<file path="src/rtl/sync_fifo_pkg.sv">
// Shared constants and types for the parameterised synchronous FIFO.
package sync_fifo_pkg;

  localparam int unsigned DEF_FIFO_WIDTH = 16;
  localparam int unsigned DEF_FIFO_DEPTH = 8;
  localparam int unsigned DEF_FIFO_PTR   = 3;

  // Read-mode encodings for the FWFT parameter
  localparam int unsigned FWFT_OFF = 0;
  localparam int unsigned FWFT_ON  = 1;

  // Registered occupancy status flags
  typedef struct packed {
    logic full;
    logic empty;
    logic almost_full;
    logic almost_empty;
  } fifo_flags_t;

endpackage : sync_fifo_pkg

</file>
<file path="src/rtl/sync_fifo_param_if.sv">
// Producer/consumer bus of the synchronous FIFO.
interface sync_fifo_param_if
  import sync_fifo_pkg::*;
#(
  parameter int unsigned FIFO_WIDTH = DEF_FIFO_WIDTH,
  parameter int unsigned FIFO_PTR   = DEF_FIFO_PTR
);

  logic                  write_en;
  logic [FIFO_WIDTH-1:0] write_data;
  logic                  read_en;
  logic                  clr_err;
  logic [FIFO_WIDTH-1:0] read_data;
  logic                  read_valid;
  logic                  full;
  logic                  empty;
  logic                  almost_full;
  logic                  almost_empty;
  logic [FIFO_PTR:0]     data_avail;
  logic [FIFO_PTR:0]     room_avail;
  logic                  overflow;
  logic                  underflow;

  // Environment side: issues requests, observes status and data
  modport master (
    output write_en, write_data, read_en, clr_err,
    input  read_data, read_valid, full, empty, almost_full, almost_empty,
           data_avail, room_avail, overflow, underflow
  );

  // FIFO side
  modport slave (
    input  write_en, write_data, read_en, clr_err,
    output read_data, read_valid, full, empty, almost_full, almost_empty,
           data_avail, room_avail, overflow, underflow
  );

endinterface : sync_fifo_param_if

</file>
<file path="src/rtl/fifo_regfile.sv">
// FIFO storage array: synchronous write port, asynchronous read port, no reset.
module fifo_regfile #(
  parameter int unsigned WIDTH = 16,
  parameter int unsigned DEPTH = 8,
  parameter int unsigned PTR   = 3
) (
  input  logic             clk,
  input  logic             wr_en_i,
  input  logic [PTR-1:0]   wr_addr_i,
  input  logic [WIDTH-1:0] wr_data_i,
  input  logic [PTR-1:0]   rd_addr_i,
  output logic [WIDTH-1:0] rd_data_o
);

  logic [WIDTH-1:0] mem_q [DEPTH];

  // Store the accepted write word; contents survive reset by design
  always_ff @(posedge clk) begin
    if (wr_en_i) begin
      mem_q[wr_addr_i] <= wr_data_i;
    end
  end

  assign rd_data_o = mem_q[rd_addr_i];

endmodule : fifo_regfile

</file>
<file path="src/rtl/sync_fifo_param.sv">
// Parameterised single-clock FIFO with standard or first-word-fall-through
// read mode, occupancy counts, threshold flags and sticky error flags.
module sync_fifo_param
  import sync_fifo_pkg::*;
#(
  parameter int unsigned FIFO_WIDTH = DEF_FIFO_WIDTH,
  parameter int unsigned FIFO_DEPTH = DEF_FIFO_DEPTH,
  parameter int unsigned FIFO_PTR   = DEF_FIFO_PTR,
  parameter int unsigned FWFT       = FWFT_OFF,
  parameter int unsigned AFULL_TH   = FIFO_DEPTH - 1,
  parameter int unsigned AEMPTY_TH  = 1
) (
  input  logic               clk,
  input  logic               rst_n,
  sync_fifo_param_if.slave   bus
);

  localparam int unsigned CW = FIFO_PTR + 1;
  localparam logic [CW-1:0]       DEPTH_C  = CW'(FIFO_DEPTH);
  localparam logic [CW-1:0]       AFULL_C  = CW'(AFULL_TH);
  localparam logic [CW-1:0]       AEMPTY_C = CW'(AEMPTY_TH);
  localparam logic [FIFO_PTR-1:0] LAST_PTR = FIFO_PTR'(FIFO_DEPTH - 1);

  logic [FIFO_PTR-1:0]   wr_ptr_q, wr_ptr_d;
  logic [FIFO_PTR-1:0]   rd_ptr_q, rd_ptr_d;
  logic [CW-1:0]         cnt_q, cnt_d;
  logic [CW-1:0]         room_q, room_d;
  fifo_flags_t           flags_q, flags_d;
  logic                  ovf_q, ovf_d;
  logic                  unf_q, unf_d;
  logic                  wr_acc;
  logic                  rd_acc;
  logic [FIFO_WIDTH-1:0] rd_word;

  // Requests are qualified by the registered flags only
  assign wr_acc = bus.write_en & ~flags_q.full;
  assign rd_acc = bus.read_en & ~flags_q.empty;

  // Next-state pointers, occupancy, flags and sticky errors
  always_comb begin
    wr_ptr_d = wr_ptr_q;
    rd_ptr_d = rd_ptr_q;
    cnt_d    = cnt_q;
    room_d   = room_q;
    flags_d  = flags_q;
    ovf_d    = ovf_q;
    unf_d    = unf_q;

    if (wr_acc) begin
      wr_ptr_d = (wr_ptr_q == LAST_PTR) ? '0 : wr_ptr_q + FIFO_PTR'(1);
    end
    if (rd_acc) begin
      rd_ptr_d = (rd_ptr_q == LAST_PTR) ? '0 : rd_ptr_q + FIFO_PTR'(1);
    end

    case ({wr_acc, rd_acc})
      2'b10:   cnt_d = cnt_q + CW'(1);
      2'b01:   cnt_d = cnt_q - CW'(1);
      default: cnt_d = cnt_q;
    endcase

    // Flags come from the next occupancy so they line up with data_avail
    flags_d.full         = (cnt_d == DEPTH_C);
    flags_d.empty        = (cnt_d == '0);
    flags_d.almost_full  = (cnt_d >= AFULL_C);
    flags_d.almost_empty = (cnt_d <= AEMPTY_C);
    room_d               = DEPTH_C - cnt_d;

    // A fresh error wins over a simultaneous clear
    ovf_d = (bus.write_en & flags_q.full)  | (ovf_q & ~bus.clr_err);
    unf_d = (bus.read_en  & flags_q.empty) | (unf_q & ~bus.clr_err);
  end

  // Control state register
  always_ff @(posedge clk or negedge rst_n) begin
    if (!rst_n) begin
      wr_ptr_q              <= '0;
      rd_ptr_q              <= '0;
      cnt_q                 <= '0;
      room_q                <= DEPTH_C;
      flags_q.full          <= 1'b0;
      flags_q.empty         <= 1'b1;
      flags_q.almost_full   <= (AFULL_TH == 0);
      flags_q.almost_empty  <= 1'b1;
      ovf_q                 <= 1'b0;
      unf_q                 <= 1'b0;
    end else begin
      wr_ptr_q <= wr_ptr_d;
      rd_ptr_q <= rd_ptr_d;
      cnt_q    <= cnt_d;
      room_q   <= room_d;
      flags_q  <= flags_d;
      ovf_q    <= ovf_d;
      unf_q    <= unf_d;
    end
  end

  fifo_regfile #(
    .WIDTH (FIFO_WIDTH),
    .DEPTH (FIFO_DEPTH),
    .PTR   (FIFO_PTR)
  ) u_regfile (
    .clk       (clk),
    .wr_en_i   (wr_acc),
    .wr_addr_i (wr_ptr_q),
    .wr_data_i (bus.write_data),
    .rd_addr_i (rd_ptr_q),
    .rd_data_o (rd_word)
  );

  if (FWFT == FWFT_ON) begin : g_fwft
    // Head word is visible whenever the FIFO holds data; zero while empty
    assign bus.read_data  = flags_q.empty ? '0 : rd_word;
    assign bus.read_valid = ~flags_q.empty;
  end else begin : g_std
    logic [FIFO_WIDTH-1:0] rdata_q, rdata_d;
    logic                  rvalid_q;

    // Capture the popped word; hold the last value otherwise
    always_comb begin
      rdata_d = rdata_q;
      if (rd_acc) begin
        rdata_d = rd_word;
      end
    end

    // Read data register with one-cycle valid pulse
    always_ff @(posedge clk or negedge rst_n) begin
      if (!rst_n) begin
        rdata_q  <= '0;
        rvalid_q <= 1'b0;
      end else begin
        rdata_q  <= rdata_d;
        rvalid_q <= rd_acc;
      end
    end

    assign bus.read_data  = rdata_q;
    assign bus.read_valid = rvalid_q;
  end

  assign bus.full         = flags_q.full;
  assign bus.empty        = flags_q.empty;
  assign bus.almost_full  = flags_q.almost_full;
  assign bus.almost_empty = flags_q.almost_empty;
  assign bus.data_avail   = cnt_q;
  assign bus.room_avail   = room_q;
  assign bus.overflow     = ovf_q;
  assign bus.underflow    = unf_q;

endmodule : sync_fifo_param
</file>
<file path="src/flat_wrapper.sv">
// flat-port wrapper written by rule: the top's interface ports become plain ports
module sync_fifo_param_flat import sync_fifo_pkg::*;
#(
  parameter int unsigned FIFO_WIDTH = DEF_FIFO_WIDTH,
  parameter int unsigned FIFO_DEPTH = DEF_FIFO_DEPTH,
  parameter int unsigned FIFO_PTR   = DEF_FIFO_PTR,
  parameter int unsigned FWFT       = FWFT_OFF,
  parameter int unsigned AFULL_TH   = FIFO_DEPTH - 1,
  parameter int unsigned AEMPTY_TH  = 1
)
  (clk, rst_n, bus_write_en, bus_write_data, bus_read_en, bus_clr_err, bus_read_data, bus_read_valid, bus_full, bus_empty, bus_almost_full, bus_almost_empty, bus_data_avail, bus_room_avail, bus_overflow, bus_underflow);
  sync_fifo_param_if #(.FIFO_WIDTH(FIFO_WIDTH), .FIFO_PTR(FIFO_PTR)) bus_i ();
  input  logic clk;
  input  logic rst_n;
  input wire logic [$bits(bus_i.write_en)-1:0] bus_write_en;
  input wire logic [$bits(bus_i.write_data)-1:0] bus_write_data;
  input wire logic [$bits(bus_i.read_en)-1:0] bus_read_en;
  input wire logic [$bits(bus_i.clr_err)-1:0] bus_clr_err;
  output wire logic [$bits(bus_i.read_data)-1:0] bus_read_data;
  output wire logic [$bits(bus_i.read_valid)-1:0] bus_read_valid;
  output wire logic [$bits(bus_i.full)-1:0] bus_full;
  output wire logic [$bits(bus_i.empty)-1:0] bus_empty;
  output wire logic [$bits(bus_i.almost_full)-1:0] bus_almost_full;
  output wire logic [$bits(bus_i.almost_empty)-1:0] bus_almost_empty;
  output wire logic [$bits(bus_i.data_avail)-1:0] bus_data_avail;
  output wire logic [$bits(bus_i.room_avail)-1:0] bus_room_avail;
  output wire logic [$bits(bus_i.overflow)-1:0] bus_overflow;
  output wire logic [$bits(bus_i.underflow)-1:0] bus_underflow;
  assign bus_i.write_en = bus_write_en;
  assign bus_i.write_data = bus_write_data;
  assign bus_i.read_en = bus_read_en;
  assign bus_i.clr_err = bus_clr_err;
  assign bus_read_data = bus_i.read_data;
  assign bus_read_valid = bus_i.read_valid;
  assign bus_full = bus_i.full;
  assign bus_empty = bus_i.empty;
  assign bus_almost_full = bus_i.almost_full;
  assign bus_almost_empty = bus_i.almost_empty;
  assign bus_data_avail = bus_i.data_avail;
  assign bus_room_avail = bus_i.room_avail;
  assign bus_overflow = bus_i.overflow;
  assign bus_underflow = bus_i.underflow;
  sync_fifo_param #(.FIFO_WIDTH(FIFO_WIDTH), .FIFO_DEPTH(FIFO_DEPTH), .FIFO_PTR(FIFO_PTR), .FWFT(FWFT), .AFULL_TH(AFULL_TH), .AEMPTY_TH(AEMPTY_TH)) u_core (.clk(clk), .rst_n(rst_n), .bus(bus_i));
endmodule
</file>
<file path="config.mk">
export PLATFORM = sky130hd
export DESIGN_NAME = sync_fifo_param_flat
export DESIGN_NICKNAME = d
export VERILOG_FILES = /design/src/rtl/sync_fifo_pkg.sv /design/src/rtl/sync_fifo_param_if.sv /design/src/rtl/fifo_regfile.sv /design/src/rtl/sync_fifo_param.sv /design/src/flat_wrapper.sv
export SDC_FILE = /design/constraint.sdc
export NUM_CORES = 1
export LEC_CHECK = 0
export ABC_AREA = 1
export BUFFER_PORTS_ARGS = -buffer_cell sky130_fd_sc_hd__buf_2
export CAP_MARGIN = 20
export CORE_MARGIN = 2
export CORE_UTILIZATION = 59
export CTS_BUF_LIST = sky130_fd_sc_hd__clkbuf_16
export CTS_CLUSTER_SIZE = 20
export DETAILED_ROUTE_END_ITERATION = 8
export HOLD_SLACK_MARGIN = 0.12
export PLACE_DENSITY = 0.81
export SYNTH_ARGS = -nofsm -noshare
export SYNTH_HDL_FRONTEND = slang
export SYNTH_SLANG_ARGS = --single-unit
</file>
<file path="constraint.sdc">
create_clock -name clk -period 2.7 [get_ports clk]
set_input_delay 0.27 -clock clk [delete_from_list [all_inputs] [get_ports clk]]
set_output_delay 0.27 -clock clk [all_outputs]
set_load 0.005 [all_outputs]
</file>
* Word-level counts from Yosys, hierarchy flattened
Memory sizes are Yosys's and may differ from the RTL's. A register that Yosys moved wholly into a read port is not among the register bits.
Index checks and enable logic that the tools add are counted.
** Storage, ports and cells
- Logic and storage cells :: 42
- Memories :: 1
- Bits in registers :: 21
- Bits in writable memories :: 128
- Bits of input ports :: 21
** Cells by class
- Add/subtract/negate cells :: 5
- Equal/unequal tests :: 5
- Multiplexer cells :: 5
- Reductions and logical operators :: 2
- Bitwise operators :: 11
- $lt $le $gt $ge :: 2
** Memory list
- u_core.u_regfile.mem_q :: depth 8, bits a word 16, rd ports 1, clocked after Yosys merged registers in 1, write ports 1, line fifo_regfile.sv:15 : logic [WIDTH-1:0] mem_q [DEPTH];
** Operators with widths (count)
- one-hot mux 4 bit (2 select lines) :: 1
- adder 3 x 1 -> 3 bit, second input constant :: 2
- AND 1 bit :: 6
- equality test 3 bit, second input constant :: 2
- two-way mux 3 bit :: 2
- adder 4 x 1 -> 4 bit, second input constant :: 1
- equality test 4 bit, second input constant :: 1
- >= comparator 4 x 3 -> 1 bit, second input constant :: 1
- <= comparator 4 x 1 -> 1 bit, second input constant :: 1
- logical NOT 4 bit :: 1
- subtractor 4 x 1 -> 4 bit, second input constant :: 1
- subtractor 4 bit, first input constant :: 1
- inverter 1 bit :: 3
- equality test 2 x 1 -> 1 bit, second input constant :: 1
- equality test 2 bit, second input constant :: 1
- two-way mux 1 bit :: 2
- OR 1 bit :: 2
- logical NOT 1 bit :: 1

* Depth between registers and ports, before layout
Gate-level depths: netlist of the first run.
- Word-level depth :: 5
- Mapped depth :: 15

* Modules after synthesis
Synthesis of the first run repeated with hierarchy kept, for this count alone.
** Second synthesis, totals
- Cells, all modules :: 759
- Area, all modules :: 7379.6 um^2
** By module, submodules not included
- fifo_regfile :: instances 1, cells each 571, area an instance 5669.2 um^2
- sync_fifo_param :: instances 1, cells each 188, area an instance 1710.4 um^2

* Least setup slack after synthesis of the first run
No wires, ideal clock.
- Path type :: register to register
- From :: reg u_core.bus.empty (netlist name)
- To :: reg u_core.bus.full (netlist name)
- Cell stages (with the launch flop) :: 9
- Period minus slack after synthesis :: 2119 ps
- Data arrival time :: 1994 ps
- Setup slack :: 581 ps
- Library setup time :: 126 ps
- Required time :: 2574 ps
- Path buffers :: 1
- Cells stage by stage :: dfstp_2 -> nor2_8 -> buf_1 -> ha_1 -> o21ai_0 -> inv_1 -> ha_1 -> nand2_1 -> a21oi_1

==> results of run 1 <==
[Yosys cell counts, drive strengths merged]
master    n
o211ai    9
dfrtp    33
ha       10
xnor2     2
dfstp     3
edfxtp  128
a21oi     2
o221ai   24
or2       2
nand2    61
xor2      1
nand3    21
nor2     81
inv      26
o22ai     8
clkbuf   18
o21a      1
buf       9
o21ai    73
nand3b    1
[area by class of cell]
class / instances / area share
clock buffers: 17 / 0.0554
flip-flops and latches: 164 / 0.618
inverters: 26 / 0.0127
multi-input cells: 297 / 0.211
well taps: 140 / 0.0228
repair buffers: 76 / 0.0632
clock inverters: 15 / 0.0161
[final timing paths]
kind,from,end,slack (ns),depth (start not counted)
max,bus_read_en,u_core.bus.full,0.32,14
min,bus_write_data[8],u_core.u_regfile.mem_q[1][8],0.12,1
max reg2reg,u_core.bus.empty,u_core.bus.full,0.45,12
min reg2reg,u_core.bus.read_data[13],u_core.bus.read_data[13],0.48,2
max in group asynchronous,rst_n,u_core.bus.read_data[4],1.58,2
min in group asynchronous,rst_n,u_core.bus.underflow,0.54,2
[repair_timing]
item	in CTS	in global routing
buffers inserted	0	0
gates resized for setup	0	1
endpoints found under the setup margin	0	4
hold buffers	12	0
hold endpoints to repair	99	0
[sequential cells by signal, indices dropped and copies added (netlist names)]
name / cells
u_core.u_regfile.mem_q: 128
u_core.bus.read_data: 16
u_core.bus.data_avail: 4
u_core.bus.room_avail: 3
u_core.rd_ptr_q: 3
u_core.wr_ptr_q: 3
u_core.bus.almost_empty: 1
u_core.bus.almost_full: 1
u_core.bus.empty: 1
u_core.bus.full: 1
u_core.bus.overflow: 1
u_core.bus.read_valid: 1
u_core.bus.underflow: 1
[layer usage]
layer  part of all wire  up-vias  track usage
met2               0.49      228        0.414
met1               0.40     2133        0.304
met4              0.026        0        0.129
met5                  0        -            0
met3              0.084       31       0.0516
li1                   -     1983            -
[critical path, stage by stage]
cell	delay (ns)
dlygate4sd3_1	0.52
buf_2	0.12
inv_2	0.09
nor2_8	0.29
nand3_2	0.13
nand2_1	0.12
inv_1	0.05
ha_1	0.26
inv_1	0.03
o21ai_1	0.24
inv_1	0.13
ha_1	0.23
nand2_1	0.12
a21oi_1	0.06
[power by group]
part / total [mW] / internal (mW) / switching, mW
combinational: 2.80 / 0.962 / 1.84
sequential: 3.57 / 3.31 / 0.258
clock: 2.25 / 1.33 / 0.916
total: 8.61 / 5.60 / 3.01
[cells by family after synthesis]
kind of cell / share of synthesized area
AO/OA/AOI/OAI: 0.108
XOR/XNOR: 0.00399
adder cells (fa/ha/maj): 0.0190
buffers and inverters: 0.0340
flip-flops: 0.721
AND/OR/NAND/NOR: 0.113
==> results.md, run 1 <==
- Port bufs: slightly above 50
- Clock-pin slew on the worst setup and hold paths: 0.06 ns
- Status: finished, final reports clean
- Synth-to-layout area growth: 16.6%
- Post-layout util: 0.705
- Crit. End Element: flop
- Syn Area/Cell: 12.8 um^2
- FILL cells: about 710
- Total Power: approximately 8.6 mW
- Startpoint types: primary input
- Die X-Extent: 110 um
- Final Instance Count excl. Fillers: roughly 740
- DRT antenna net count: 0
- Fin nets: between 600 and 700
- Setup ws final: approximately 0.32 ns
- Vias per cell: between 5 and 6
- Max IR drop VDD: about 0.00065 V
- Antenna Cells: 0
- Setup tns final: 0 ns
- Die ar.: ~12000 um^2
- Dpl hpwl: 7580 um
- Drt total wl: 14200 um
- Cells after Synth: 513
- Worst-path maximum fanout: 14
- CTS tree: built
- Pwr dens: approximately 1100 nW/um^2
- Ys Warns: 0
- Clock Latency Late Sink: approximately 0.42 ns
- Min Tclk post-route: ~2.4 ns
- Initial drt markers: 441
- Pre-antenna DRT Iters: 5
- Number of global-route vias before repair: around 4300
- Synth unique cells: 31
- Layout cells sized above 1: 0.198
- Post-synth top area share: 0.584
- Row Count: 38
- Seq cells post-synth: roughly 160
- Critical path class: in -> reg
- Boundary Pins: 52
- Maximum clock insertion buffer count: 2
- Most common cell after layout, fill and taps aside: edfxtp_1
- CTS Buf Count: 17
- Max_slew headroom: 0.364
- WP data required: about 3 ns
- DR DRC count: 0
- Critical Path AT: around 2.7 ns
- Slew Limit Fails: 0
- Final setup violation count: 0
- Yosys top cell by area: edfxtp_1
- Hold Slack: 0.124 ns
- First-pass GRT wire length: ~21000 um
- Top post-synthesis cells by area: edfxtp_1, dfrtp_1, o21ai_0
- Initial core utilization: 0.605
- Initial antenna violation count: 0
- Final hold vios: 0
- Sequential area share after synthesis: 0.721
- Largest net degree at the start of global routing: 66
- Most frequent cells in the layout: edfxtp_1, nor2_1, o21ai_0
- WL/cell: between 15 and 20 um
- Vias: 4375
- FMAX: between 400 and 500 MHz
- Dpl ws: between 0.15 and 0.2 ns
- Pleak: between 2 and 3 nW
- Total global-route track usage: 0.247
- Area occupied by multi-input gates: between 1500 and 2000 um^2
- Worst-margin pin slew: 0.953 ns
- H-tree level count: 4
- Placed Instances: 690
- Placement Cell Area: about 7000 um^2
- Unrepaired setup endpoints after global routing: no
- Final setup skew: roughly 0.0066 ns
- Synthesized area: between 6000 and 7000 um^2
- RePlAce Congestion: between 0.8 and 0.9
- Die Ht: between 100 and 150 um
- Post-route cell area: around 7700 um^2
- Root cell of the clock tree: clkbuf_16
- Hold Crit Class: in -> reg
- Max-cap violations: 0
- Final Cycle Share: 0.883
- Clk sink count: ~160
- Placeable Area: ~11000 um^2
- Syn Nets: around 540
- Reg area: between 4000 and 5000 um^2
- Grt ovf: 0
Note: power is estimated with default switching activity, not from simulation.
==> run 2, diff against run 1 <==
--- a/config.mk
+++ b/config.mk
@@ -10,7 +10,6 @@
 export CAP_MARGIN = 20
 export CORE_MARGIN = 2
 export CORE_UTILIZATION = 59
-export CTS_BUF_LIST = sky130_fd_sc_hd__clkbuf_16
 export CTS_CLUSTER_SIZE = 20
 export DETAILED_ROUTE_END_ITERATION = 8
 export HOLD_SLACK_MARGIN = 0.12
==> results.md, run 2 (synthesized netlist as in run 1, its figures left out) <==
- Vias: 4415
- Root cell of the clock tree: clkbuf_8
- Max-cap violations: 0
- CTS tree: built
- Reg-to-Reg End: u_core.bus.full
- Post-CTS setup buffers: 0
- Cell internal pwr: approximately 5.7 mW
- Maximum clock insertion buffer count: 2
- Number of global-route vias before repair: 4257
- Hold Slack: 0.227 ns
- Layout cells sized above 1: 0.201
- FILL cells: roughly 700
- Row Count: 38
- Crit. End Element: flop
- Worst-margin pin slew: approximately 0.94 ns
- CTS Buf Count: 17
- Largest net degree at the start of global routing: 66
- H-tree level count: 4
- Slowest cell on the critical path: dlygate4sd3_1
- Dpl hpwl: about 7600 um
- Hold Crit Class: in -> reg
- Initial core utilization: 0.605
- Reg2reg setup slack: 0.31 ns
- First-pass GRT wire length: 21300 um
- Critical path origin: bus_read_en
- Boundary Pins: 52
- Startpoint types: primary input
- Top reg by flops: u_core.u_regfile.mem_q
- DR DRC count: 0
- Final setup violation count: 0
- Grt ovf: 0
- Pwr dens: 1110 nW/um^2
- Status: finished, final reports clean
- Placeable Area: between 10000 and 15000 um^2
- WP data required: 3.11 ns
- Pleak: 2.97 nW
- Port bufs: slightly above 50
- Pre-antenna DRT Iters: 5
- Combinational power share: 0.324
- Hold_sp: bus_write_en
- Drt total wl: between 10000 and 15000 um
- Reg2Reg Depth: 12
- Clock power frac: 0.264
- Max_slew headroom: 0.373
- Slew Limit Fails: 0
- Final Cycle Share: 0.897
- Max FFs per register: 128
- Cell Chain, Critical Path: dlygate4sd3_1, buf_2, inv_2, nor2_8, nand3_2, nand2_1, inv_1, ha_1, inv_1, o21ai_0, inv_1, ha_1, nand2_1, a21oi_1
- Clk sink count: 164
- Switch share: 0.347
- Clock-pin slew on the worst setup and hold paths: about 0.060 ns
- Slowest stage delay, CP: 0.52 ns
- RePlAce Congestion: a little over 0.8
- Critical path class: in -> reg
- Psw: roughly 3 mW
- Most common cell after layout, fill and taps aside: edfxtp_1
- FMAX: 413 MHz
- Worst-path maximum fanout: 14
- RR Startpoint: u_core.bus.empty
- DRT antenna net count: 0
- Post_cts resized: 0
- WL/cell: about 19 um
- Fin nets: 621
- Post-layout util: 0.714
- Total global-route track usage: 0.248
- Antenna Cells: 0
- Vias per cell: roughly 5.9
- Die ar.: 12000 um^2
- Total Power: between 8 and 9 mW
- Initial drt markers: about 380
- Final Instance Count excl. Fillers: roughly 740
- Most frequent cells in the layout: edfxtp_1, nor2_1, o21ai_0
- Critical Path AT: approximately 2.8 ns
- Final setup skew: between 0.007 and 0.008 ns
- CP dominant cell by count: inv_1
- Placed Instances: 690
- Unrepaired setup endpoints after global routing: no
- Clock Latency Late Sink: around 0.53 ns
- Crit path to: u_core.bus.full
- Synth-to-layout area growth: 18.1%
- Min Tclk post-route: about 2.4 ns
- Sequential fraction of design power: 0.412
- Setup tns final: 0 ns
- Die Ht: 110 um
- Max IR drop VDD: 0.000776 V
- Final hold vios: 0
- Die X-Extent: roughly 110 um
- Initial antenna violation count: 0
[run 2: final cells by class]
class	count	area, um^2	area share
sequential	164	4750	0.610
clock inverter	9	101	0.0130
multi-input combinational	297	1620	0.209
inverter	26	97.6	0.0125
clock buffer	23	467	0.0600
timing repair buffer	84	566	0.0727
tap	140	175	0.0225
[run 2: critical path: cells and delay by family]
family          cells  cell delay [ns]
fa+ha+maj           2             0.50
buf+inv             6             0.96
compound gates      2             0.41
simple gates        4             0.68
[run 2: power groups by stage]
stage          Sequential, mW  Combinational [mW]  Clock, mW
2_1_floorplan            3.58                1.89          0
3_3_place_gp             3.58                2.59          0
3_5_place_dp             3.60                2.73          0
4_1_cts                  3.56                2.80       2.31
5_1_grt                  3.62                3.13       2.41
6_report                 3.57                2.81       2.29
[run 2: worst min-delay path by stage]
stage | endpoint | cells after the start
CTS | u_core.wr_ptr_q[0] | 4
global placement | u_core.bus.read_data[5] | 1
finish | u_core.wr_ptr_q[0] | 4
detailed placement | u_core.bus.read_data[9] | 2
floorplan | u_core.bus.almost_full | 0
global route | u_core.wr_ptr_q[0] | 4
[run 2: timing repair]
| action | CTS | global route |
|---|---|---|
| hold buffers | 20 | 0 |
| setup endpoints to repair | 0 | 1 |
| hold endpoints to repair | 164 | 0 |
[run 2: through the flow]
| step | setup WS, ns | cell area [um^2] |
|---|---|---|
| 2_1_floorplan | 0.581 | 6590 |
| 3_3_place_gp | 0.316 | 7000 |
| 3_5_place_dp | 0.172 | 7000 |
| 4_1_cts | 0.159 | 7770 |
| 5_1_grt | 0.0990 | 7780 |
| 6_report | 0.279 | 7780 |
[run 2: metal layers]
layer / wire [um] / GRT usage / vias up
met5: 0 / 0 / -
met4: 357 / 0.122 / 0
met3: 1180 / 0.0498 / 32
met2: 7180 / 0.417 / 212
met1: 5610 / 0.308 / 2169
li1: - / - / 2002
==> run 3, diff against run 2 <==
--- a/config.mk
+++ b/config.mk
@@ -8,12 +8,12 @@
 export ABC_AREA = 1
 export BUFFER_PORTS_ARGS = -buffer_cell sky130_fd_sc_hd__buf_2
 export CAP_MARGIN = 20
-export CORE_MARGIN = 2
 export CORE_UTILIZATION = 59
 export CTS_CLUSTER_SIZE = 20
 export DETAILED_ROUTE_END_ITERATION = 8
 export HOLD_SLACK_MARGIN = 0.12
 export PLACE_DENSITY = 0.81
+export SETUP_SLACK_MARGIN = 0.4
 export SYNTH_ARGS = -nofsm -noshare
 export SYNTH_HDL_FRONTEND = slang
 export SYNTH_SLANG_ARGS = --single-unit
==> results.md, run 3 (synthesized netlist as in run 1, its figures left out) <==
- Status: finished, final reports clean
- Total Power: a little under 9 mW
- Final setup violation count: 0
- Final hold vios: 0
- Dpl hpwl: 8110 um
- Pwr dens: about 1100 nW/um^2
- Final setup skew: 0.0129 ns
- Most frequent cells in the layout: edfxtp_1, nor2_1, o21ai_0
- FILL cells: 670
- Min Tclk post-route: 2.07 ns
- Area occupied by multi-input gates: between 1500 and 2000 um^2
- Slowest cell on the critical path: inv_1
- Unrepaired setup endpoints after global routing: no
- Worst-path maximum fanout: 25
- First-pass GRT wire length: ~22000 um
- Die Ht: around 110 um
- H-tree level count: 4
- Reg2Reg Depth: 4
- Hold_sp: bus_write_en
- Port bufs: 51
- Post-route cell area: 7840 um^2
- Pre-antenna DRT Iters: 5
- Total global-route track usage: 0.272
- Vias: around 4400
- Drt total wl: 14400 um
- Max FFs per register: ~130
- Die X-Extent: between 100 and 150 um
- Initial antenna violation count: 0
- Layout cells sized above 1: 0.218
- Critical Path AT: between 2 and 2.5 ns
- Cell Chain, Critical Path: inv_1, o221ai_1, o211ai_1, nand2_1
- Pleak: 3.02 nW
- Reg-to-Reg End: u_core.bus.read_data[3]
- Bufs and invs on worst path: 1
- Setup tns final: 0 ns
- Crit. End Element: flop
- Synth-to-layout area growth: 19.0%
- Max IR drop VDD: a little over 0.0006 V
- RePlAce Congestion: around 0.81
- Top reg by flops: u_core.u_regfile.mem_q
- Placeable Area: between 10000 and 15000 um^2
- Row Count: 38
- WL/cell: between 15 and 20 um
- Most common cell after layout, fill and taps aside: edfxtp_1
- Reg2reg setup slack: around 0.63 ns
- Startpoint types: flop
- Final Instance Count excl. Fillers: 750
- Slowest stage delay, CP: 0.79 ns
- DRT antenna net count: 0
- Clock-pin slew on the worst setup and hold paths: approximately 0.07 ns
- Hold EP: u_core.wr_ptr_q[1]
- RR Startpoint: u_core.rd_ptr_q[2]
- Reg area: between 4000 and 5000 um^2
- DR DRC count: 0
- Die ar.: roughly 12000 um^2
- Hold Crit Class: in -> reg
- Antenna Cells: 0
- Clock Latency Late Sink: 0.54 ns
- Max-cap violations: 0
- Fin nets: around 630
- Largest net degree at the start of global routing: 66
- Placement Cell Area: a little over 7000 um^2
- Cell count of the worst hold path: 4
- Final Cycle Share: 0.767
- WP data required: 3.12 ns
- Number of global-route vias before repair: 4436
- Worst-margin pin slew: around 1 ns
- Slew Limit Fails: 0
- Max_slew headroom: 0.348
- Boundary Pins: 52
- Dpl ws: about 0.63 ns
- Maximum clock insertion buffer count: 2
- Root cell of the clock tree: clkbuf_8
- Initial drt markers: about 400
- Initial core utilization: 0.607
- Family with the most delay on the worst path: buffers and inverters
- Critical path class: reg -> reg
- Grt ovf: 0
- Placed Instances: 698
- Vias per cell: ~5.9
- Post-CTS setup buffers: 0
- CTS Buf Count: 17
- Clk sink count: around 160
- CTS tree: built
- Setup ws final: about 0.63 ns
- FMAX: approximately 480 MHz
## run 3: changes by cell type in the layout (fill, tap and decap cells not counted), sizes merged
cell | previous run | this run
clkbuf | 23 | 18
inv | 27 | 30
clkinv | 4 | 6
nor2 | 82 | 81
buf | 64 | 72
## run 3: metal layers
metal / part of all wire / track usage
met4: 0.019 / 0.128
met3: 0.096 / 0.0775
met2: 0.50 / 0.449
met1: 0.39 / 0.332
met5: 0 / 0
## run 3: area by class of cell
cell class | count | share of cell area
repair buffers | 92 | 0.0798
well taps | 140 | 0.0223
clock inverters | 14 | 0.0193
clock buffers | 18 | 0.0546
multi-input cells | 296 | 0.206
inverters | 26 | 0.0125
flip-flops and latches | 164 | 0.606
## run 3: worst register-to-register path: stages, from the launching register on
cell      delay [ns]
dfrtp_1         0.55
inv_1           0.80
o221ai_1        0.32
o211ai_1        0.21
nand2_1         0.08
## run 3: how the worst max path moves through the flow
stage / start / to / slack (ns) / depth (start not counted)
2_1_floorplan: u_core.bus.empty / u_core.bus.full / 0.58 / 8
3_3_place_gp: bus_read_en / u_core.bus.full / 0.67 / 13
3_5_place_dp: bus_read_en / u_core.bus.full / 0.63 / 13
4_1_cts: u_core.bus.empty / u_core.bus.full / 0.63 / 11
5_1_grt: bus_read_en / u_core.bus.full / 0.42 / 14
6_report: u_core.rd_ptr_q[2] / u_core.bus.read_data[3] / 0.63 / 4
## run 3: what timing repair did
action / CTS / global route
hold buffers: 20 / 0
gates resized for setup: 0 / 0
hold endpoints to repair: 164 / 0
## run 3: power by group
part           switching [mW]  internal (mW)
combinational            1.87           1.01
sequential              0.262           3.31
clock                   0.986           1.35
total                    3.11           5.67
## run 3: per-stage QoR
step	hold WS (ns)	utilization
finish	0.245	0.723
floorplan	-0.0256	-
detailed placement	0.451	0.651
CTS	0.231	0.723
global placement	0.450	0.651
global route	0.261	0.723
